===== src/rtl/lcd_readback.sv =====
// lcd_readback: runs HD44780 bus read cycles to fetch the busy-flag/address byte or a data byte.
// Optional macro LCD_RD_UART_EN compiles in the UART forwarding handshake (TX_REQ/TX_WAIT).
module lcd_readback #(
   parameter int SETUP_CYC   = 4,
   parameter int E_PULSE_CYC = 25,
   parameter int HOLD_CYC    = 4,
   parameter int BF_TIMEOUT  = 1000
) (
   input  logic       clk,
   input  logic       rst,
   input  logic       rd_req,
   input  logic       rd_rs,
   input  logic [7:0] D_in,
   output logic       RS,
   output logic       RW,
   output logic       E,
   output logic       rd_busy,
   output logic [7:0] rd_data,
   output logic       rd_valid,
   output logic       timeout,
   output logic [7:0] tx_parallel,
   output logic       tx_enable,
   input  logic       tx_ready
);

   localparam int MAX_SE  = (SETUP_CYC > E_PULSE_CYC) ? SETUP_CYC : E_PULSE_CYC;
   localparam int MAX_CYC = (MAX_SE > HOLD_CYC) ? MAX_SE : HOLD_CYC;
   localparam int CNT_W   = $clog2(MAX_CYC + 1);
   localparam int POLL_W  = $clog2(BF_TIMEOUT + 1);

   localparam logic [CNT_W-1:0]  SETUP_LAST = CNT_W'(SETUP_CYC - 1);
   localparam logic [CNT_W-1:0]  E_LAST     = CNT_W'(E_PULSE_CYC - 1);
   localparam logic [CNT_W-1:0]  HOLD_LAST  = CNT_W'(HOLD_CYC - 1);
   localparam logic [POLL_W-1:0] POLL_MAX   = POLL_W'(BF_TIMEOUT);

   typedef enum logic [2:0] {
      IDLE    = 3'd0,
      SETUP   = 3'd1,
      E_HIGH  = 3'd2,
      HOLD    = 3'd3,
      CHECK   = 3'd4,
      DONE    = 3'd5,
      TX_REQ  = 3'd6,
      TX_WAIT = 3'd7
   } state_t;

   state_t            state_r, state_s;
   logic [CNT_W-1:0]  cnt_r, cnt_s;
   logic [POLL_W-1:0] poll_r, poll_s;
   logic              mode_r, mode_s;
   logic              data_cyc_r, data_cyc_s;
   logic [7:0]        capture_r, capture_s;
   logic [7:0]        rd_data_r, rd_data_s;
   logic              timeout_s;
   logic              bus_s;

   logic              rs_r, rw_r, e_r;
   logic              rd_busy_r, rd_valid_r, timeout_r;

`ifdef LCD_RD_UART_EN
   logic [7:0]        tx_par_r, tx_par_s;
   logic              tx_en_r;
`else
   logic              unused_tx_ready_s;
`endif

   // Next-state and next-value logic for the read sequencer
   always_comb begin
      state_s    = state_r;
      cnt_s      = cnt_r + 1'b1;
      poll_s     = poll_r;
      mode_s     = mode_r;
      data_cyc_s = data_cyc_r;
      capture_s  = capture_r;
      rd_data_s  = rd_data_r;
      timeout_s  = 1'b0;
`ifdef LCD_RD_UART_EN
      tx_par_s   = tx_par_r;
`endif
      case (state_r)
         IDLE: begin
            cnt_s = {CNT_W{1'b0}};
            if (rd_req) begin
               state_s    = SETUP;
               mode_s     = rd_rs;
               poll_s     = {POLL_W{1'b0}};
               data_cyc_s = 1'b0;
            end else begin
               state_s    = IDLE;
            end
         end
         SETUP: begin
            if (cnt_r == SETUP_LAST) begin
               state_s = E_HIGH;
               cnt_s   = {CNT_W{1'b0}};
            end else begin
               state_s = SETUP;
            end
         end
         E_HIGH: begin
            // The bus byte is taken on the final E-high clock, when it is most settled.
            if (cnt_r == E_LAST) begin
               capture_s = D_in;
               state_s   = HOLD;
               cnt_s     = {CNT_W{1'b0}};
            end else begin
               state_s   = E_HIGH;
            end
         end
         HOLD: begin
            if (cnt_r == HOLD_LAST) begin
               state_s = CHECK;
               cnt_s   = {CNT_W{1'b0}};
            end else begin
               state_s = HOLD;
            end
         end
         CHECK: begin
            cnt_s = {CNT_W{1'b0}};
            if (!mode_r || data_cyc_r) begin
               rd_data_s = capture_r;
               state_s   = DONE;
`ifdef LCD_RD_UART_EN
               tx_par_s  = capture_r;
`endif
            end else if (capture_r[7]) begin
               // Controller busy: poll again unless the poll budget is spent.
               poll_s = (poll_r == POLL_MAX) ? poll_r : (poll_r + 1'b1);
               if (poll_s == POLL_MAX) begin
                  timeout_s = 1'b1;
                  state_s   = IDLE;
               end else begin
                  state_s   = SETUP;
               end
            end else begin
               data_cyc_s = 1'b1;
               state_s    = SETUP;
            end
         end
         DONE: begin
            cnt_s = {CNT_W{1'b0}};
`ifdef LCD_RD_UART_EN
            state_s = TX_REQ;
`else
            state_s = IDLE;
`endif
         end
`ifdef LCD_RD_UART_EN
         TX_REQ: begin
            cnt_s = {CNT_W{1'b0}};
            if (!tx_ready) begin
               state_s = TX_WAIT;
            end else begin
               state_s = TX_REQ;
            end
         end
         TX_WAIT: begin
            cnt_s = {CNT_W{1'b0}};
            if (tx_ready) begin
               state_s = IDLE;
            end else begin
               state_s = TX_WAIT;
            end
         end
`else
         TX_REQ, TX_WAIT: begin
            cnt_s   = {CNT_W{1'b0}};
            state_s = IDLE;
         end
`endif
         default: begin
            cnt_s   = {CNT_W{1'b0}};
            state_s = IDLE;
         end
      endcase
   end

   assign bus_s = (state_s == SETUP) || (state_s == E_HIGH) ||
                  (state_s == HOLD)  || (state_s == CHECK);

   // State and registered outputs; outputs follow the upcoming state so they align with it
   always_ff @(posedge clk) begin
      if (!rst) begin
         state_r    <= IDLE;
         cnt_r      <= {CNT_W{1'b0}};
         poll_r     <= {POLL_W{1'b0}};
         mode_r     <= 1'b0;
         data_cyc_r <= 1'b0;
         capture_r  <= 8'h00;
         rd_data_r  <= 8'h00;
         rs_r       <= 1'b0;
         rw_r       <= 1'b0;
         e_r        <= 1'b0;
         rd_busy_r  <= 1'b0;
         rd_valid_r <= 1'b0;
         timeout_r  <= 1'b0;
      end else begin
         state_r    <= state_s;
         cnt_r      <= cnt_s;
         poll_r     <= poll_s;
         mode_r     <= mode_s;
         data_cyc_r <= data_cyc_s;
         capture_r  <= capture_s;
         rd_data_r  <= rd_data_s;
         rs_r       <= bus_s && data_cyc_s;
         rw_r       <= bus_s;
         e_r        <= (state_s == E_HIGH);
         rd_busy_r  <= (state_s != IDLE);
         rd_valid_r <= (state_s == DONE);
         timeout_r  <= timeout_s;
      end
   end

`ifdef LCD_RD_UART_EN
   // UART request register and the byte handed to the transmitter
   always_ff @(posedge clk) begin
      if (!rst) begin
         tx_par_r <= 8'h00;
         tx_en_r  <= 1'b0;
      end else begin
         tx_par_r <= tx_par_s;
         tx_en_r  <= (state_s == TX_REQ);
      end
   end

   assign tx_parallel = tx_par_r;
   assign tx_enable   = tx_en_r;
`else
   assign tx_parallel       = 8'h00;
   assign tx_enable         = 1'b0;
   assign unused_tx_ready_s = tx_ready;
`endif

   assign RS       = rs_r;
   assign RW       = rw_r;
   assign E        = e_r;
   assign rd_busy  = rd_busy_r;
   assign rd_data  = rd_data_r;
   assign rd_valid = rd_valid_r;
   assign timeout  = timeout_r;

endmodule


===== config.mk =====
export PLATFORM = sky130hd
export DESIGN_NAME = lcd_readback
export DESIGN_NICKNAME = d
export VERILOG_FILES = /design/src/rtl/lcd_readback.sv
export SDC_FILE = /design/constraint.sdc
export NUM_CORES = 1
export LEC_CHECK = 0
export CAP_MARGIN = 20
export CORE_AREA = 2 2 72 74
export DETAILED_ROUTE_END_ITERATION = 12
export DIE_AREA = 0 0 74 76
export DONT_BUFFER_PORTS = 1
export HOLD_SLACK_MARGIN = 0.15
export SLEW_MARGIN = 20
export SYNTH_ARGS = -nofsm -noshare
export SYNTH_HDL_FRONTEND = slang
export SYNTH_SLANG_ARGS = --single-unit

===== constraint.sdc =====
create_clock -name clk -period 3.3 [get_ports clk]
set_input_delay 0.495 -clock clk [delete_from_list [all_inputs] [get_ports clk]]
set_output_delay 0.495 -clock clk [all_outputs]
set_load 0.01 [all_outputs]

* Word level (Yosys, flattened, before mapping)
Index checks and enable logic that the tools add are counted.
Word-level totals: register bits 42, input bits 13, output and inout port bits 23, word-level logic and storage cells 75
Cells by class: $add $sub $neg 2, equal/unequal tests 19, multiplexer cells 21, bitwise gates (word level) 3, reduce and logical (&&, ||, !) cells 17
Operators with widths (count):
- $mux W10 | 4
- $eq A10 B10 Y1 const B | 2
- $pmux W10 S2 | 1
- $eq A3 B3 Y1 const B | 6
- $pmux W3 S6 | 1
- $pmux W5 S3 | 1
- $eq A3 B2 Y1 const B | 4
- $add A10 B1 Y10 const B | 1
- $mux W5 | 2
- $mux W3 | 3
- $mux W1 | 7
- $eq A3 B1 Y1 const B | 2
- $ne A2 B2 Y1 const B | 3
- $reduce_and A2 Y1 | 3
- $add A5 B1 Y5 const B | 1
- $eq A5 B2 Y1 const B | 1
- $eq A5 B5 Y1 const B | 1
- $reduce_or A5 Y1 | 1
- $logic_or A1 B1 Y1 | 4
- $reduce_and A4 Y1 | 1
- $reduce_or A4 Y1 | 1
- $logic_not A3 Y1 | 1
- $not A1 Y1 | 3
- $reduce_bool A3 Y1 | 1
- 7 further kinds | 7

* Longest topological paths before layout
word-level depth 12, gate-level depth with buffers 9, mapped depth without buffers 8

* Worst setup path before layout
OpenSTA, ideal clock, no wires.
path type reg2reg, start point register poll_r[2], end point register state_r[0], setup time 115 ps, arrival time 1735 ps, data required time 3185 ps, path slack 1451 ps, cell stages (with the launch flop) 8, buffers on the path 1, clock period less this slack 1849 ps, cell sequence dfxtp_1 > buf_4 > or3b_4 > a211oi_1 > o311ai_1 > nor3_2 > a41oi_1 > and2_1
On the way: word-level cells in the longest chain between the ends 7, elaborated cells between the ends (all ways) 8, those cells by class add/sub: 1; eq/ne: 2; mux: 5
Ends and longest elaborated chain:
- start, declared | line 49 | logic [POLL_W-1:0] poll_r, poll_s;
- start signal, assigned | line 186 | poll_r <= {POLL_W{1'b0}};
- start signal, assigned | line 200 | poll_r <= poll_s;
- $add A10 B1 Y10 / $eq A10 B10 Y1 (equally long branches) | line 128 | poll_s = (poll_r == POLL_MAX) ? poll_r : (poll_r + 1'b1);
- $mux W10 * | line 128
- $eq A10 B10 Y1 * | line 129 | if (poll_s == POLL_MAX) begin
- $mux W1 * | line 129
- $mux W3 * | line 126 | end else if (capture_r[7]) begin
- $mux W3 * | line 120 | if (!mode_r || data_cyc_r) begin
- $pmux W3 S6 * | line 80 | case (state_r)
- end signal, assigned | line 198 | state_r <= state_s;
- end, declared | line 47 | state_t state_r, state_s;
Every way passes the cells marked *; elsewhere a longest branch is shown, timed or not. A chain may end at the register's enable or synchronous reset.

* Worst setup path in the final report
start point register poll_r[0], end point register state_r[0]
The elaborated chain is that of the path after synthesis.

==> flow_summary.json <==
{
  "tightest_slew_ps": 790,
  "path_clk_slew_ps": 80,
  "cpMaxStageDelayCell": "dfxtp_1",
  "final_core_util": 0.455,
  "synth_warnings": 0,
  "htreeDepth": 2,
  "cellLeakagePower_nw": 0.734,
  "drt_iter0_drc": 93,
  "status": "finished, final reports clean",
  "root_buffer": "clkbuf_8",
  "synthTopCellsByCount": "42 x dfxtp_1, 40 x nand2_1, 18 x nor2b_1, 16 x nor2_1, 12 x a21boi_0",
  "die-area_sq_um": 5620,
  "maxSlewViolCount": 0,
  "timing_worst_setup_path_type": "flip-flop to flip-flop",
  "num-nets-final": 270,
  "fin_tns_setup_ps": 0,
  "fin_crit_sh": 0.641,
  "n_fill_cell": 504,
  "yosysTopAreaCellShare": 0.396,
  "powerDensity_nw_per_um2": 397,
  "vdd_drop_max_mv": 0.248,
  "antenna_found_initial": 0,
  "hold_class": "input port to flip-flop",
  "worstPathCellList": "ha_1 -> nand2_1 -> a211oi_1 -> o311ai_1 -> nor3_2 -> a41oi_1 -> and2_1",
  "vias_per_cell": 5.14,
  "clock_latency_ps": 300,
  "firstDrtPassIters": 4,
  "grt_pass1_vias": 1599,
  "syn_area_sq_um": 2120,
  "worst_path_dominant_cell_family": "simple AND/OR/NAND/NOR gates",
  "cts_setup_buffers": 0,
  "globalplace.congestion": 0.841,
  "syn2layout_area_growth_pct": 5.25,
  "drc": 0,
  "syn_area_per_cell_sq_um": 8.29,
  "clockBufferDepth": 2,
  "grt_pass1_wl_mm": 6.90,
  "arrival_ps": 2310,
  "max_stage_delay_ps": 510,
  "wire_per_inst_microns": 12.6,
  "wirelength_mm": 4.08,
  "crit_path_end_kind": "flip-flop",
  "synth_ff_type": "dfxtp_1",
  "cp_num_buf_inv": 0,
  "overflow": 0,
  "port_buffers": 0,
  "cts_made_buffers": 5,
  "hold_violations": 0,
  "rsz0062_at_grt": "false",
  "rows": 26,
  "worst_clock_skew_ps": 9.52,
  "worst_setup_path_start_kind": "flip-flop",
  "drive_gt1_frac": 0.0630,
  "yosys_register_bits": 42,
  "synth_edf_count": 0,
  "dp_hpwl_mm": 2.82,
  "cp.required_ps": 3500,
  "holdBufCountCts": 0,
  "cts_sinks": 42,
  "post_cts_resize_count": 0,
  "final.min_clock_period_ps": 2110,
  "final_antenna_net_count": 0,
  "yosysTopAreaCell": "dfxtp_1",
  "grt_max_degree": 36,
  "start_util": 0.432,
  "synthMostInstantiatedCell": "dfxtp_1",
  "fp.coreArea_sq_um": 4910,
  "fmax_mhz": 473,
  "synth.area.top_cells": "dfxtp_1 40%, nand2_1 7.1%, nor2b_1 5.3%",
  "setup_viol": 0,
  "n_antenna_cell": 0,
  "yosysUniqueCellTypes": 44,
  "max_cap_viol_count": 0,
  "num_vias": 1666,
  "seq_area_frac_synth": 0.396,
  "die_height_microns": 76,
  "syn-instance-count": 256,
  "ios": 36,
  "die_w_microns": 74,
  "cts_tree": "done",
  "slew-limit-headroom": 0.471,
  "grt_usage": 0.155,
  "crit_fanout": 10,
  "async_flop_share": 0
}
[power breakdown]
part           switching, W  internal (W)  leakage, nW
sequential       0.00000458      0.000511        0.339
combinational     0.0000207     0.0000158        0.351
clock              0.000185      0.000149       0.0441
[stage by stage]
step	std cells	setup slack [ps]	cell area (sq um)	power, W	hold WS [ps]
after floorplan	264	1450	2150	0.000568	430
after detailed placement	316	1190	2140	0.000564	456
after global routing	324	1030	2230	0.000927	316
after CTS	324	1190	2230	0.000901	301
final	324	1190	2230	0.000886	316
after global placement	316	1200	2140	0.000564	445
[flip-flops by register name, indices dropped and copies added (netlist names)]
signal / cells
E: 1
RS: 1
RW: 1
capture_r: 8
cnt_r: 5
data_cyc_r: 1
mode_r: 1
poll_r: 10
rd_busy: 1
rd_data: 8
rd_valid: 1
state_r: 3
timeout: 1
[cells in the final DEF (no fill, tap or decap), drive strengths merged, types with 2 or more instances in the layout]
cell and count:
a211oi 2, a21boi 13, a21oi 7, a31oi 2
a32oi 2, and2 3, and3 2, buf 3
clkbuf 5, clkinv 2, conb 9, dfxtp 42
ha 4, inv 7, mux2i 9, nand2 40
nand2b 3, nand3 9, nand4 2, nand4b 3
nor2 16, nor2b 18, nor3 12, nor4 3
o21a 9, o21ai 9, or2 2, xor2 4
[final timing paths]
kind,startpoint,slack (ps),end,cells after the start
hold / removal,rst,320,timeout,2
hold reg to reg,capture_r[1],460,rd_data[1],2
setup / recovery,poll_r[0],1190,state_r[0],7
setup reg to reg,poll_r[0],1190,state_r[0],7
[final cells by class]
class,count,area [sq um],area share
Tap cell,70,87.6,0.0392
Multi-Input combinational cell,194,1170,0.522
Sequential cell,42,841,0.376
Timing Repair Buffer,3,22.5,0.0101
Clock inverter,3,21.3,0.00952
Clock buffer,5,68.8,0.0308
Inverter,7,26.3,0.0118
[logic make-up after synthesis]
family,synth area share
flip-flops,0.396
buffers and inverters,0.0684
XOR/XNOR,0.0206
AO/OA/AOI/OAI,0.157
AND/OR/NAND/NOR,0.290
other,0.00177
multiplexers,0.0425
adder cells (fa/ha/maj),0.0236
[per-layer routing]
layer	GRT usage	vias up	routed length (microns)
met5	0	-	0
met4	0.0491	0	49
met3	0.0476	6	242
met2	0.246	41	1850
met1	0.198	763	1940
li1	-	856	-
(Power assumes the default switching activity.)
